===== config.mk =====
export PLATFORM = sky130hd
export DESIGN_NAME = freq_ctrl_sync
export DESIGN_NICKNAME = d
export VERILOG_FILES = /design/src/rtl/freq_ctrl_sync.sv
export SDC_FILE = /design/constraint.sdc
export NUM_CORES = 1
export LEC_CHECK = 0
export CORE_UTILIZATION = 60
export CTS_BUF_LIST = sky130_fd_sc_hd__clkbuf_2
export DETAILED_ROUTE_END_ITERATION = 10
export PLACE_DENSITY = 0.83
export RECOVER_POWER = 50
export SLEW_MARGIN = 20
export SYNTH_ARGS = -nofsm -noshare
export SYNTH_HDL_FRONTEND = slang
export SYNTH_SLANG_ARGS = --single-unit

===== constraint.sdc =====
create_clock -name fpga_clock -period 18.8 [get_ports fpga_clock]
set_input_delay 2.82 -clock fpga_clock [delete_from_list [all_inputs] [get_ports fpga_clock]]
set_output_delay 2.82 -clock fpga_clock [all_outputs]
set_load 0.05 [all_outputs]

===== src/rtl/freq_ctrl_sync.sv =====
// Frequency control word conditioner: synchronises the ADC SPI strobe, clamps
// the word and slew-limits the output per sample_tick. Optional macro FREQ_AVG_EN.
module freq_ctrl_sync #(
  parameter logic [15:0] FREQ_MIN   = 16'd20,
  parameter logic [15:0] FREQ_MAX   = 16'd20000,
  parameter logic [15:0] FREQ_RESET = 16'd2000,
  parameter logic [15:0] SLEW_STEP  = 16'd64
) (
  input  logic        fpga_clock,
  input  logic        reset,
  input  logic [15:0] adc_data,
  input  logic        adc_data_received,
  input  logic        sample_tick,
  output logic [15:0] frequency,
  output logic        freq_update,
  output logic [15:0] target,
  output logic        overrun_err
);

  // state     | meaning
  // IDLE      | frequency == target, nothing to do on a tick
  // SLEW_UP   | frequency < target, step up on the next tick
  // SLEW_DOWN | frequency > target, step down on the next tick
  typedef enum logic [1:0] {IDLE, SLEW_UP, SLEW_DOWN} state_t;

  state_t      state_q, state_d;
  logic [2:0]  sync_q, sync_d;
  logic [15:0] raw_q, raw_d;
  logic        raw_vld_q, raw_vld_d;
  logic [15:0] clamped_q, clamped_d;
  logic        clamped_vld_q, clamped_vld_d;
  logic [15:0] target_q, target_d;
  logic        pending_q, pending_d;
  logic        overrun_q, overrun_d;
  logic [15:0] frequency_q, frequency_d;
  logic        freq_update_q, freq_update_d;
  logic        strobe_edge, tgt_wr;
  logic [15:0] tgt_val, diff_up, diff_dn;

  assign sync_d      = {sync_q[1:0], adc_data_received};
  assign strobe_edge = sync_q[1] & ~sync_q[2];

  always_comb begin
    raw_d         = raw_q;
    raw_vld_d     = strobe_edge;
    clamped_d     = clamped_q;
    clamped_vld_d = raw_vld_q;
    if (strobe_edge) raw_d = adc_data;
    if (raw_vld_q) begin
      if (raw_q < FREQ_MIN)      clamped_d = FREQ_MIN;
      else if (raw_q > FREQ_MAX) clamped_d = FREQ_MAX;
      else                       clamped_d = raw_q;
    end
  end

`ifdef FREQ_AVG_EN
  logic [15:0] hist_q [4];
  logic [15:0] hist_d [4];
  logic        hist_vld_q;
  logic [17:0] hist_sum;

  always_comb begin
    hist_d = hist_q;
    if (clamped_vld_q) hist_d = '{clamped_q, hist_q[0], hist_q[1], hist_q[2]};
    hist_sum = {2'b00, hist_q[0]} + {2'b00, hist_q[1]} + {2'b00, hist_q[2]} + {2'b00, hist_q[3]};
  end

  always_ff @(posedge fpga_clock or posedge reset) begin
    if (reset) begin
      for (int i = 0; i < 4; i++) hist_q[i] <= FREQ_RESET;
      hist_vld_q <= 1'b0;
    end else begin
      hist_q     <= hist_d;
      hist_vld_q <= clamped_vld_q;
    end
  end

  assign tgt_wr  = hist_vld_q;
  assign tgt_val = hist_sum[17:2];
`else
  assign tgt_wr  = clamped_vld_q;
  assign tgt_val = clamped_q;
`endif

  // A tick coinciding with a write clears the old pending and the write sets it again.
  always_comb begin
    target_d  = tgt_wr ? tgt_val : target_q;
    pending_d = tgt_wr ? 1'b1 : (sample_tick ? 1'b0 : pending_q);
    overrun_d = overrun_q | (tgt_wr & pending_q & ~sample_tick);
  end

  always_comb begin
    diff_up       = target_q - frequency_q;
    diff_dn       = frequency_q - target_q;
    frequency_d   = frequency_q;
    freq_update_d = 1'b0;
    if (sample_tick) begin
      case (state_q)
        SLEW_UP: begin
          frequency_d   = frequency_q + ((diff_up > SLEW_STEP) ? SLEW_STEP : diff_up);
          freq_update_d = 1'b1;
        end
        SLEW_DOWN: begin
          frequency_d   = frequency_q - ((diff_dn > SLEW_STEP) ? SLEW_STEP : diff_dn);
          freq_update_d = 1'b1;
        end
        default: ;
      endcase
    end
    // State always tracks the registered compare of the values about to be held.
    if (frequency_d < target_d)      state_d = SLEW_UP;
    else if (frequency_d > target_d) state_d = SLEW_DOWN;
    else                             state_d = IDLE;
  end

  always_ff @(posedge fpga_clock or posedge reset) begin
    if (reset) begin
      state_q       <= IDLE;
      sync_q        <= 3'b000;
      raw_q         <= '0;
      raw_vld_q     <= 1'b0;
      clamped_q     <= '0;
      clamped_vld_q <= 1'b0;
      target_q      <= FREQ_RESET;
      pending_q     <= 1'b0;
      overrun_q     <= 1'b0;
      frequency_q   <= FREQ_RESET;
      freq_update_q <= 1'b0;
    end else begin
      state_q       <= state_d;
      sync_q        <= sync_d;
      raw_q         <= raw_d;
      raw_vld_q     <= raw_vld_d;
      clamped_q     <= clamped_d;
      clamped_vld_q <= clamped_vld_d;
      target_q      <= target_d;
      pending_q     <= pending_d;
      overrun_q     <= overrun_d;
      frequency_q   <= frequency_d;
      freq_update_q <= freq_update_d;
    end
  end

  assign frequency   = frequency_q;
  assign freq_update = freq_update_q;
  assign target      = target_q;
  assign overrun_err = overrun_q;

endmodule


### Word level (Yosys, flattened, before mapping)

Cells that the tools add are included.

| storage, ports and cells | value |
|---|---|
| bits in read-only memories | 0 |
| logic and storage cells | 44 |
| bits of input ports | 20 |
| register bits after elaboration | 74 |
| memory bits (writable) | 0 |
| latch bits | 0 |
| memories | 0 |

| operators by class | value |
|---|---|
| eq/ne operators | 2 |
| multipliers | 0 |
| multiplexer cells | 13 |
| order comparisons | 6 |
| divide/modulo/power cells | 0 |
| reduce and logical (&&, ||, !) cells | 2 |
| shift operators | 0 |
| bitwise logic cells | 6 |
| add/subtract/negate cells | 4 |

Operators with widths:

| operator | count |
|---|---|
| 2-to-1 mux 16 bit | 6 |
| subtractor 16 bit | 3 |
| > comparator 16 x 7 -> 1 bit (second input constant) | 2 |
| case mux 16 bit (2 select lines) | 1 |
| adder 16 bit | 1 |
| > comparator 16 x 15 -> 1 bit (second input constant) | 1 |
| > comparator 16 bit | 1 |
| less-than comparator 16 bit | 1 |
| less-than comparator 16 x 5 -> 1 bit (second input constant) | 1 |
| 2-to-1 mux 1 bit | 4 |
| 2-to-1 mux 2 bit | 2 |
| bitwise AND 1 bit | 3 |
| equality test 2 x 1 -> 1 bit (second input constant) | 1 |
| equality test 2 bit (second input constant) | 1 |
| inverter 1 bit | 2 |
| nonzero test 2 bit | 1 |
| OR reduction 2 bit | 1 |
| bitwise OR 1 bit | 1 |

### Logic depth before layout (Yosys ltp)

Gate-level depths: netlist (run 1).

| depth | value |
|---|---|
| depth in word-level cells | 9 |
| gate-level depth with buffers | 33 |
| mapped depth without buffers | 32 |

### Least setup slack after synthesis (run 1)

OpenSTA, ideal clock, no wires.

| timing | value |
|---|---|
| path type | reg2reg |
| from | register target_q[0], in the netlist target[0] |
| to | register state_q[1] |
| slack | 12079 ps |
| data arrival time | 6596 ps |
| setup time | 125 ps |
| stages on the path, launching flop included | 33 |
| data required time | 18675 ps |
| buffers on the path | 1 |
| path through | dfrtp_1 inv_1 ha_1 fa_1 nand2b_1 a211o_1 nor4b_1 a2111oi_2 o22ai_1 nor3_1 nand4b_4 or2_2 ha_1 clkbuf_1 xor2_1 o22a_1 ha_1 nor2b_1 o21ai_0 a21oi_1 o21ai_0 a21oi_1 or2_2 a21o_1 a21oi_1 xor2_1 o21ai_0 ha_1 a21o_1 a21oi_1 o21ai_0 a21oi_1 a21oi_1 |

| between the ends | value |
|---|---|
| cells in the longest elaborated chain, start to end | 9 |
| elaborated cells on any way between the ends | 15 |
| classes of those cells | add/sub (4); order compare (4); mux (7) |

Ends and longest elaborated chain:

| item | RTL line | text |
|---|---|---|
| start, declared | 32 | `logic [15:0] target_q, target_d;` |
| start signal, assigned | 136 | `target_q <= target_d;` |
| subtractor 16 bit, on equally long branches | 94, 93 |  |
| > comparator 16 x 7 -> 1 bit, on equally long branches | 104, 100 |  |
| 2-to-1 mux 16 bit, on equally long branches | 104, 100 |  |
| subtractor 16 bit or adder 16 bit (tied branches) | 104, 100 |  |
| case mux 16 bit (2 select lines) (*) | 98 | `case (state_q)` |
| 2-to-1 mux 16 bit (*) | 97 | `if (sample_tick) begin` |
| net frequency_d[10] | 35 | `logic [15:0] frequency_q, frequency_d;` |
| > comparator 16 bit | 112 | `else if (frequency_d > target_d) state_d = SLEW_DOWN;` |
| 2-to-1 mux 2 bit | 112 |  |
| 2-to-1 mux 2 bit (*) | 111 | `if (frequency_d < target_d) state_d = SLEW_UP;` |
| net state_d[1] | 26 | `state_t state_q, state_d;` |
| end signal, assigned | 130 | `state_q <= state_d;` |
| end, declared | 26 |  |

Mark *: on every way through the listed nets, which the timed path passes. The rest lies on a longest branch.
A chain may end at the register's enable or synchronous reset.

### Worst setup path after layout (run 1)

Same ends and word-level chain as after synthesis.

==> results of run 1 <==
[kinds of logic after synthesis]
group | synth area share
buffers and inverters | 0.0707
adder cells (fa/ha/maj) | 0.142
flip-flops | 0.312
AO/OA/AOI/OAI | 0.222
XOR/XNOR | 0.0454
multiplexers | 0.0406
AND/OR/NAND/NOR | 0.167
[per-stage QoR]
stage	total power [mW]	worst slack, ns	hold WS (ns)	std cells	utilization
floorplan	0.982	12.08	0.331	694	-
global placement	1.18	11.95	0.337	855	0.676
detailed placement	1.20	11.71	0.348	855	0.676
CTS	1.29	11.62	0.388	871	0.687
global route	1.41	10.89	0.393	871	0.686
finish	1.31	11.51	0.380	871	0.686
[registers in the layout (all words and copies together) (netlist names)]
signal         count
freq_update        1
raw_q             16
overrun_err        1
clamped_vld_d      1
sync_q             3
clamped_vld_q      1
pending_q          1
clamped_q         16
state_q            2
target            16
frequency         16
[power by group through the flow]
stage	clock [mW]	combinational [mW]	sequential [mW]
after floorplan	0	0.665	0.317
after global placement	0	0.928	0.247
after detailed placement	0	0.954	0.251
after CTS	0.0859	0.960	0.247
after global routing	0.0915	1.07	0.253
final	0.0834	0.976	0.248
[cells in the final DEF, fill, tap and decap left out, types with 4 or more instances in the layout]
| cell type | n |
|---|---|
| mux2i_1 | 4 |
| nand2_1 | 65 |
| nor2b_1 | 13 |
| mux2_2 | 17 |
| a211oi_1 | 4 |
| nor3_1 | 11 |
| o21ai_0 | 50 |
| o22a_1 | 5 |
| or3_1 | 5 |
| nand4_1 | 8 |
| nor3b_1 | 5 |
| dlygate4sd3_1 | 19 |
| nand3_1 | 10 |
| clkdlybuf4s50_1 | 34 |
| clkbuf_2 | 9 |
| a41o_1 | 4 |
| nand2b_1 | 10 |
| o31ai_1 | 5 |
| o21a_1 | 25 |
| dfstp_2 | 12 |
| dfrtp_1 | 62 |
| nor2_1 | 45 |
| ha_1 | 63 |
| a221oi_1 | 4 |
| a21oi_1 | 37 |
| inv_1 | 78 |
| o22ai_1 | 7 |
| a21o_1 | 14 |
| or2_2 | 4 |
| xor2_1 | 8 |
| xnor2_1 | 23 |
| a31o_2 | 7 |
[final timing paths]
check                                 to  slack, ns  cells past startpoint
max                           state_q[1]      11.51                     31
min                            sync_q[2]       0.38                      0
max reg2reg                   state_q[1]      11.51                     31
min reg2reg                    sync_q[2]       0.38                      0
max in group asynchronous      raw_q[10]      12.43                      3
min in group asynchronous  clamped_vld_d       4.24                      3
[routing by layer]
layer  vias up  GRT usage  wire (µm)  part of all wire
li1       2524          -          -                 -
met1      2477      0.389       6130              0.42
met2       213      0.495       6930              0.48
met3        35     0.0561       1050             0.072
met4         0      0.127        467             0.032
met5         -          0          0                 0
[cell type report]
cell class / instances / area share
multi-input combinational: 511 / 0.553
sequential: 74 / 0.280
timing repair buffer: 56 / 0.0812
inverter: 81 / 0.0456
tap: 133 / 0.0249
clock inverter: 7 / 0.00900
clock buffer: 9 / 0.00675
==> impl_metrics.yaml, run 1 <==
sta:
  min_period_over_period: 0.388
  fin_crit_ns: 7.29
  setup_viol: 0
  setup_tns_ns: 0
  rsz0062_at_grt: "false"
  max_freq_ghz: 0.137
  finalHoldViolations: 0
  slew_headroom: -1.58
  drv_slew: 75
  finClkSkew_ns: 0.0332
  worst_slew_pin_slew_ns: 3.87
critical_path:
  crit_path_start: "target[0]"
  rr_startpoint: "target[0]"
  crit_path_max_incr_delay_ns: 0.47
  critical_path_required_ns: 19.22
  cp-end-kind: "register"
  critPathBufInv: 1
  critical-path-top-delay-family: "compound AO/OA/AOI/OAI gates"
  worst-setup-path-type: "register to register"
  startpoint_type: "register"
  cpMostUsedCell: "a21oi_1"
  arrival_ns: 7.71
  slowest_stage: "nor4b_1"
  cp_max_fo: 9
cts:
  cts_tree: "yes"
  clock_sinks: 74
  cts_buffer_depth: 2
  cts.clk_slew.worst_paths_ns: 0.20
  insertion_delay_ns: 0.53
  cts_buffers: 9
  post_cts_buffers: 0
  cts_root_buf: "clkbuf_2"
  cts-htree-levels: 3
  postCtsHoldBufs: 0
  cts_resized: 0
yosys:
  syn-cell-area_um2: 5980
  synth_edf_count: 0
  yosys.area.top_type: "dfrtp_1"
  ys.flop_type: "dfrtp_1"
  synth_area_leaders: "dfrtp_1, ha_1, dfstp_2"
  yosys_warnings: 0
  synth_top_area_share: 0.260
  yosysMostFrequentCell: "inv_1"
  synthTopCellsByCount: "inv_1, nand2_1, ha_1"
  syn_nets: 780
  yosysSeqAreaShare: 0.312
  yosysUniqueCellTypes: 73
  postSynthAreaPerCell_um2: 8.61
  ys_ff_latch: 74
  synth-async-reset-ratio: 1.00
  synth_cells: 694
routing:
  routedWlPerCell_um: 16.7
  drtIter0Drc: 391
  drtAntennaViolNets: 0
  wl_mm: 14.6
  routed_via_density: 6.03
  drt_pass1_iterations: 5
  drc: 0
  vias: 5249
floorplanning:
  core_area_um2: 9730
  die_y_um: 102
  row_count: 36
  ios: 54
  chipWidth_um: 102
  initial_core_util: 0.614
  dieArea_um2: 10400
power:
  internal_power_mw: 0.616
  max-vdd-ir-drop_mv: 0.0735
  p_switching_mw: 0.692
  p_sw_frac: 0.529
  p_clk_frac: 0.064
  combPwrFrac: 0.747
  p_seq_frac: 0.190
  p_leak_nw: 3.02
  p_per_area_nw_per_um2: 196
layout:
  drive_gt1_frac: 0.0908
  multiInputGateArea_um2: 3690
  register_area_um2: 1870
  nFillCells: 809
  layout.nets: 819
  antenna_cells: 0
  stdcell_area_um2: 6670
  area_delta_synth_final_pct: 11.6
place:
  routabilityCongestion: 0.918
  io_buffer_count: 53
  placed_cell_area_um2: 6580
  hpwl_mm: 11.5
global_routing:
  grt_overflow: 0
  grt_pass1_vias: 5063
  track_usage: 0.300
  grt_pass1_wl_mm: 24.1
  antenna_found_initial: 0
  grt_max_degree: 75
worst_hold_path:
  worstHoldPathType: "register to register"
  min_from: "sync_q[1]"
run_status:
  status: "finished, violations left"
  violations: "max-capacitance violations, max-slew violations"
flow_run:
  drv_cap: 1
No activity file was read; power rests on OpenSTA's default activity.
==> run 2: changes to the inputs <==
clock period = 7.1 ns   (was 18.8 ns; I/O delays follow)
==> impl_metrics.yaml, run 2 (same netlist as run 1, synthesis figures left out) <==
run_status:
  status: "finished, violations left"
  violations: "max-capacitance violations, max-slew violations"
global_routing:
  grt_max_degree: 75
  grt_overflow: 0
  antenna_found_initial: 0
  grt_pass1_wl_mm: 24.2
  grt_pass1_vias: 5093
  track_usage: 0.303
floorplanning:
  dieArea_um2: 10400
  row_count: 36
  ios: 54
  chipWidth_um: 102
  die_y_um: 102
  core_area_um2: 9730
  initial_core_util: 0.614
cts:
  cts_tree: "yes"
  cts_root_buf: "clkbuf_2"
  clock_sinks: 74
  cts-htree-levels: 3
  postCtsHoldBufs: 0
  cts_buffers: 9
  cts_buffer_depth: 2
  cts.clk_slew.worst_paths_ns: 0.20
  insertion_delay_ns: 0.54
worst_hold_path:
  worstHoldPathType: "register to register"
layout:
  layout_commonest_cell: "inv_1"
  layout_common_cells: "inv_1, nand2_1, dfrtp_1, ha_1, clkdlybuf4s50_1"
  area_delta_synth_final_pct: 15.2
  antenna_cells: 0
  nFillCells: 782
  layout.nets: 837
  drive_gt1_frac: 0.140
routing:
  wl_mm: 15.1
  drt_pass1_iterations: 5
  drc: 0
  routed_via_density: 6.03
  routedWlPerCell_um: 17.0
  vias: 5359
  drtIter0Drc: 410
  drtAntennaViolNets: 0
critical_path:
  startpoint_type: "register"
  arrival_ns: 7.26
  critical_path_required_ns: 7.54
  crit_path_max_incr_delay_ns: 0.46
  cp_max_fo: 7
  worst-setup-path-type: "register to register"
  cp-end-kind: "register"
  slowest_stage: "nor4bb_2"
  critical-path-top-delay-family: "compound AO/OA/AOI/OAI gates"
  cpMostUsedCell: "a21o_1"
  critPathBufInv: 3
place:
  post-place-ws_ns: 0.182
  io_buffer_count: 53
  routabilityCongestion: 0.895
  hpwl_mm: 11.6
sta:
  slew_headroom: -1.52
  setup_slack_ns: 0.282
  max_freq_ghz: 0.147
  drv_slew: 75
  finClkSkew_ns: 0.0441
  min_period_over_period: 0.960
  fin_hold_ws_ns: 0.388
  setup_viol: 0
  finalHoldViolations: 0
  worst_slew_pin_slew_ns: 3.78
  fin_crit_ns: 6.82
flow_run:
  drv_cap: 1
-- run 2: changes by cell type in the layout (fill, tap and decap cells not counted), sizes merged --
cell | before | now
clkinvlp | 1 | 0
buf | 0 | 18
dlygate4sd3 | 19 | 2
clkbuf | 12 | 13
clkdlybuf4s50 | 34 | 51
-- run 2: area by class of cell --
type                       count  area [µm²]  area share
tap                          133         166      0.0242
clock inverter                 6        57.6     0.00836
clock buffer                  10        50.0     0.00727
sequential                    74        1870       0.272
timing repair buffer          74         677      0.0983
multi-input combinational    511        3760       0.546
inverter                      81         304      0.0441
-- run 2: stage by stage --
stage	std cells	util	TNS (ns)	cell area [µm²]
2_1_floorplan	694	-	0	5980
3_3_place_gp	861	0.681	0	6620
3_5_place_dp	861	0.681	0	6620
4_1_cts	877	0.692	0	6730
5_1_grt	889	0.708	-0.306	6890
6_report	889	0.708	0	6890
-- run 2: worst reg2reg max path, delay by kind of cell, from the launching register on --
| kind | cells | cell delay (ns) |
|---|---|---|
| AO/OA/AOI/OAI | 17 | 2.90 |
| adder cells (fa/ha/maj) | 4 | 1.35 |
| AND/OR/NAND/NOR | 6 | 1.24 |
| XOR/XNOR | 2 | 0.43 |
| flip-flops | 1 | 0.42 |
| buffers and inverters | 3 | 0.39 |
-- run 2: repair_timing --
item,4_1_cts,5_1_grt
gates resized for setup,0,25
endpoints found under the setup margin,0,2
setup buffers,0,12
-- run 2: final timing paths --
path,start,end,slack (ns),depth (start not counted)
worst max-delay path,frequency[0],state_q[1],0.28,32
worst min-delay path,sync_q[0],sync_q[1],0.39,0
worst max register to register,frequency[0],state_q[1],0.28,32
worst min register to register,sync_q[0],sync_q[1],0.39,0
max in group asynchronous,reset,frequency[1],2.35,3
min in group asynchronous,reset,clamped_vld_q,2.41,3
-- run 2: layer usage --
layer	GRT usage	vias to the layer above	routed length, µm
li1	-	2559	-
met1	0.397	2587	6510
met2	0.513	183	7450
met3	0.0479	30	800
met4	0.100	0	392
met5	0	-	0
Power of run 2 is not shown: default switching activity piles up to over one toggle a cycle in this logic, so the estimate is an artifact.
==> run 3: changes to the inputs <==
CORE_UTILIZATION = 40   (was 60)
PLACE_DENSITY = unset   (was 0.83)
clock period = 6.09 ns   (was 7.1 ns; I/O delays follow)
==> impl_metrics.yaml, run 3 (same netlist as run 1, synthesis figures left out) <==
routing:
  top_layer: "met4"
  routedWlPerCell_um: 17.0
  drtAntennaViolNets: 0
  dr_wl_met3_um: 559
  wl_mm: 17.3
  met1Wirelength_mm: 8.01
  routed_via_density: 5.38
  drtIter0Drc: 372
  drc: 0
  drt_pass1_iterations: 5
  wl_met2_mm: 8.29
  vias: 5464
critical_path:
  rrSetupSlack_ns: -0.14
  cp-end-kind: "register"
  r2r_cells: 28
  crit_path_max_incr_delay_ns: 0.54
  critical_path_required_ns: 6.51
  cp_max_fo: 6
  r2r_end: "state_q[1]"
  arrival_ns: 6.66
  startpoint_type: "register"
  worst-setup-path-type: "register to register"
  slowest_stage: "a2111oi_0"
  rr_startpoint: "target[3]"
global_routing:
  grt_pass1_wl_mm: 27.2
  grt_max_degree: 75
  grt_pass1_vias: 5349
  grt_overflow: 0
  antenna_found_initial: 0
  track_usage: 0.219
floorplanning:
  core_area_um2: 14500
  row_count: 44
  ios: 54
  dieArea_um2: 15400
  initial_core_util: 0.411
  chipWidth_um: 124
  die_y_um: 124
layout:
  fin_util: 0.545
  layout_common_cells: "buf_4, inv_1, nand2_1, ha_1, dfrtp_1"
  layout.nets: 912
  stdcell_area_um2: 7920
  layout_commonest_cell: "buf_4"
  drive_gt1_frac: 0.276
  fin_cells: 1015
  area_delta_synth_final_pct: 32.5
  antenna_cells: 0
sta:
  max_freq_ghz: 0.160
  setup_tns_ns: -0.201
  finClkSkew_ns: 0.0282
  rsz0062_at_grt: "true"
  min_period_over_period: 1.02
  worst_slew_pin_slew_ns: 3.84
  fin_hold_ws_ns: 0.419
  setup_slack_ns: -0.144
  fin_crit_ns: 6.23
  setup_viol: 2
  drv_slew: 75
  finalHoldViolations: 0
  slew_headroom: -1.56
cts:
  postCtsHoldBufs: 0
  cts_buffer_depth: 2
  cts_tree: "yes"
  cts.clk_slew.worst_paths_ns: 0.21
  insertion_delay_ns: 0.52
  cts_buffers: 9
  clock_sinks: 74
  cts_root_buf: "clkbuf_2"
  cts-htree-levels: 3
run_status:
  violations: "max-capacitance violations, max-slew violations, negative setup slack"
  status: "finished, violations left"
power:
  p_per_area_nw_per_um2: 638
  max-vdd-ir-drop_mv: 0.213
  p_leak_nw: 3.59
place:
  place_inst: 986
  placed_cell_area_um2: 7380
  hpwl_mm: 13.8
  io_buffer_count: 53
  routabilityCongestion: 0.939
worst_hold_path:
  min_from: "sync_q[0]"
  worstHoldPathType: "register to register"
  min_path_cells: 0
  holdPathEnd: "sync_q[1]"
flow_run:
  drv_cap: 1
-- run 3: repair_timing --
item | 4_1_cts | 5_1_grt
setup endpoints to repair | 2 | 2
pin swaps | 17 | 16
gates resized for setup | 19 | 50
buffers inserted | 4 | 9
-- run 3: final cells by class --
cell class | instances | area [µm²]
fill | 1390 | 6610
multi-input combinational | 511 | 4130
sequential | 74 | 1880
timing repair buffer | 149 | 1270
inverter | 81 | 307
tap | 184 | 230
clock inverter | 7 | 60.1
clock buffer | 9 | 45.0
-- run 3: critical path, delay by kind of cell, from the launching register on --
kind                       cells  cell delay (ns)
AOI/OAI and AO/OA             19             3.34
xor gates and xnor gates       1             0.19
adders and majority gates      3             1.01
buffers and inverters          1             0.17
DFF                            1             0.49
and+or+nand+nor                4             0.92
-- run 3: power breakdown --
group          internal, mW  switching [mW]  leakage (nW)
Combinational          1.84            2.23          2.65
Sequential            0.634          0.0967         0.877
Clock                0.0891           0.169        0.0581
-- run 3: worst max-delay path by stage --
| stage | from | to | slack (ns) | cells after the start |
|---|---|---|---|---|
| 2_1_floorplan | frequency[2] | state_q[1] | 0.003 | 32 |
| 3_3_place_gp | frequency[0] | state_q[1] | -0.24 | 32 |
| 3_5_place_dp | frequency[0] | state_q[1] | -0.37 | 32 |
| 4_1_cts | frequency[1] | state_q[1] | -0.13 | 30 |
| 5_1_grt | frequency[7] | state_q[1] | -0.33 | 29 |
| 6_report | target[3] | state_q[1] | -0.14 | 28 |
-- run 3: per-stage QoR --
stage               total power [mW]  worst slack, ns
floorplan                       3.12          0.00350
global placement                4.32           -0.245
detailed placement              4.39           -0.367
CTS                             4.76           -0.128
global route                    5.42           -0.332
finish                          5.05           -0.144
-- run 3: metal layers --
metal / GRT usage / vias up
li1: - / 2699
met1: 0.296 / 2595
met2: 0.362 / 141
met3: 0.0262 / 29
met4: 0.0744 / 0
met5: 0 / -
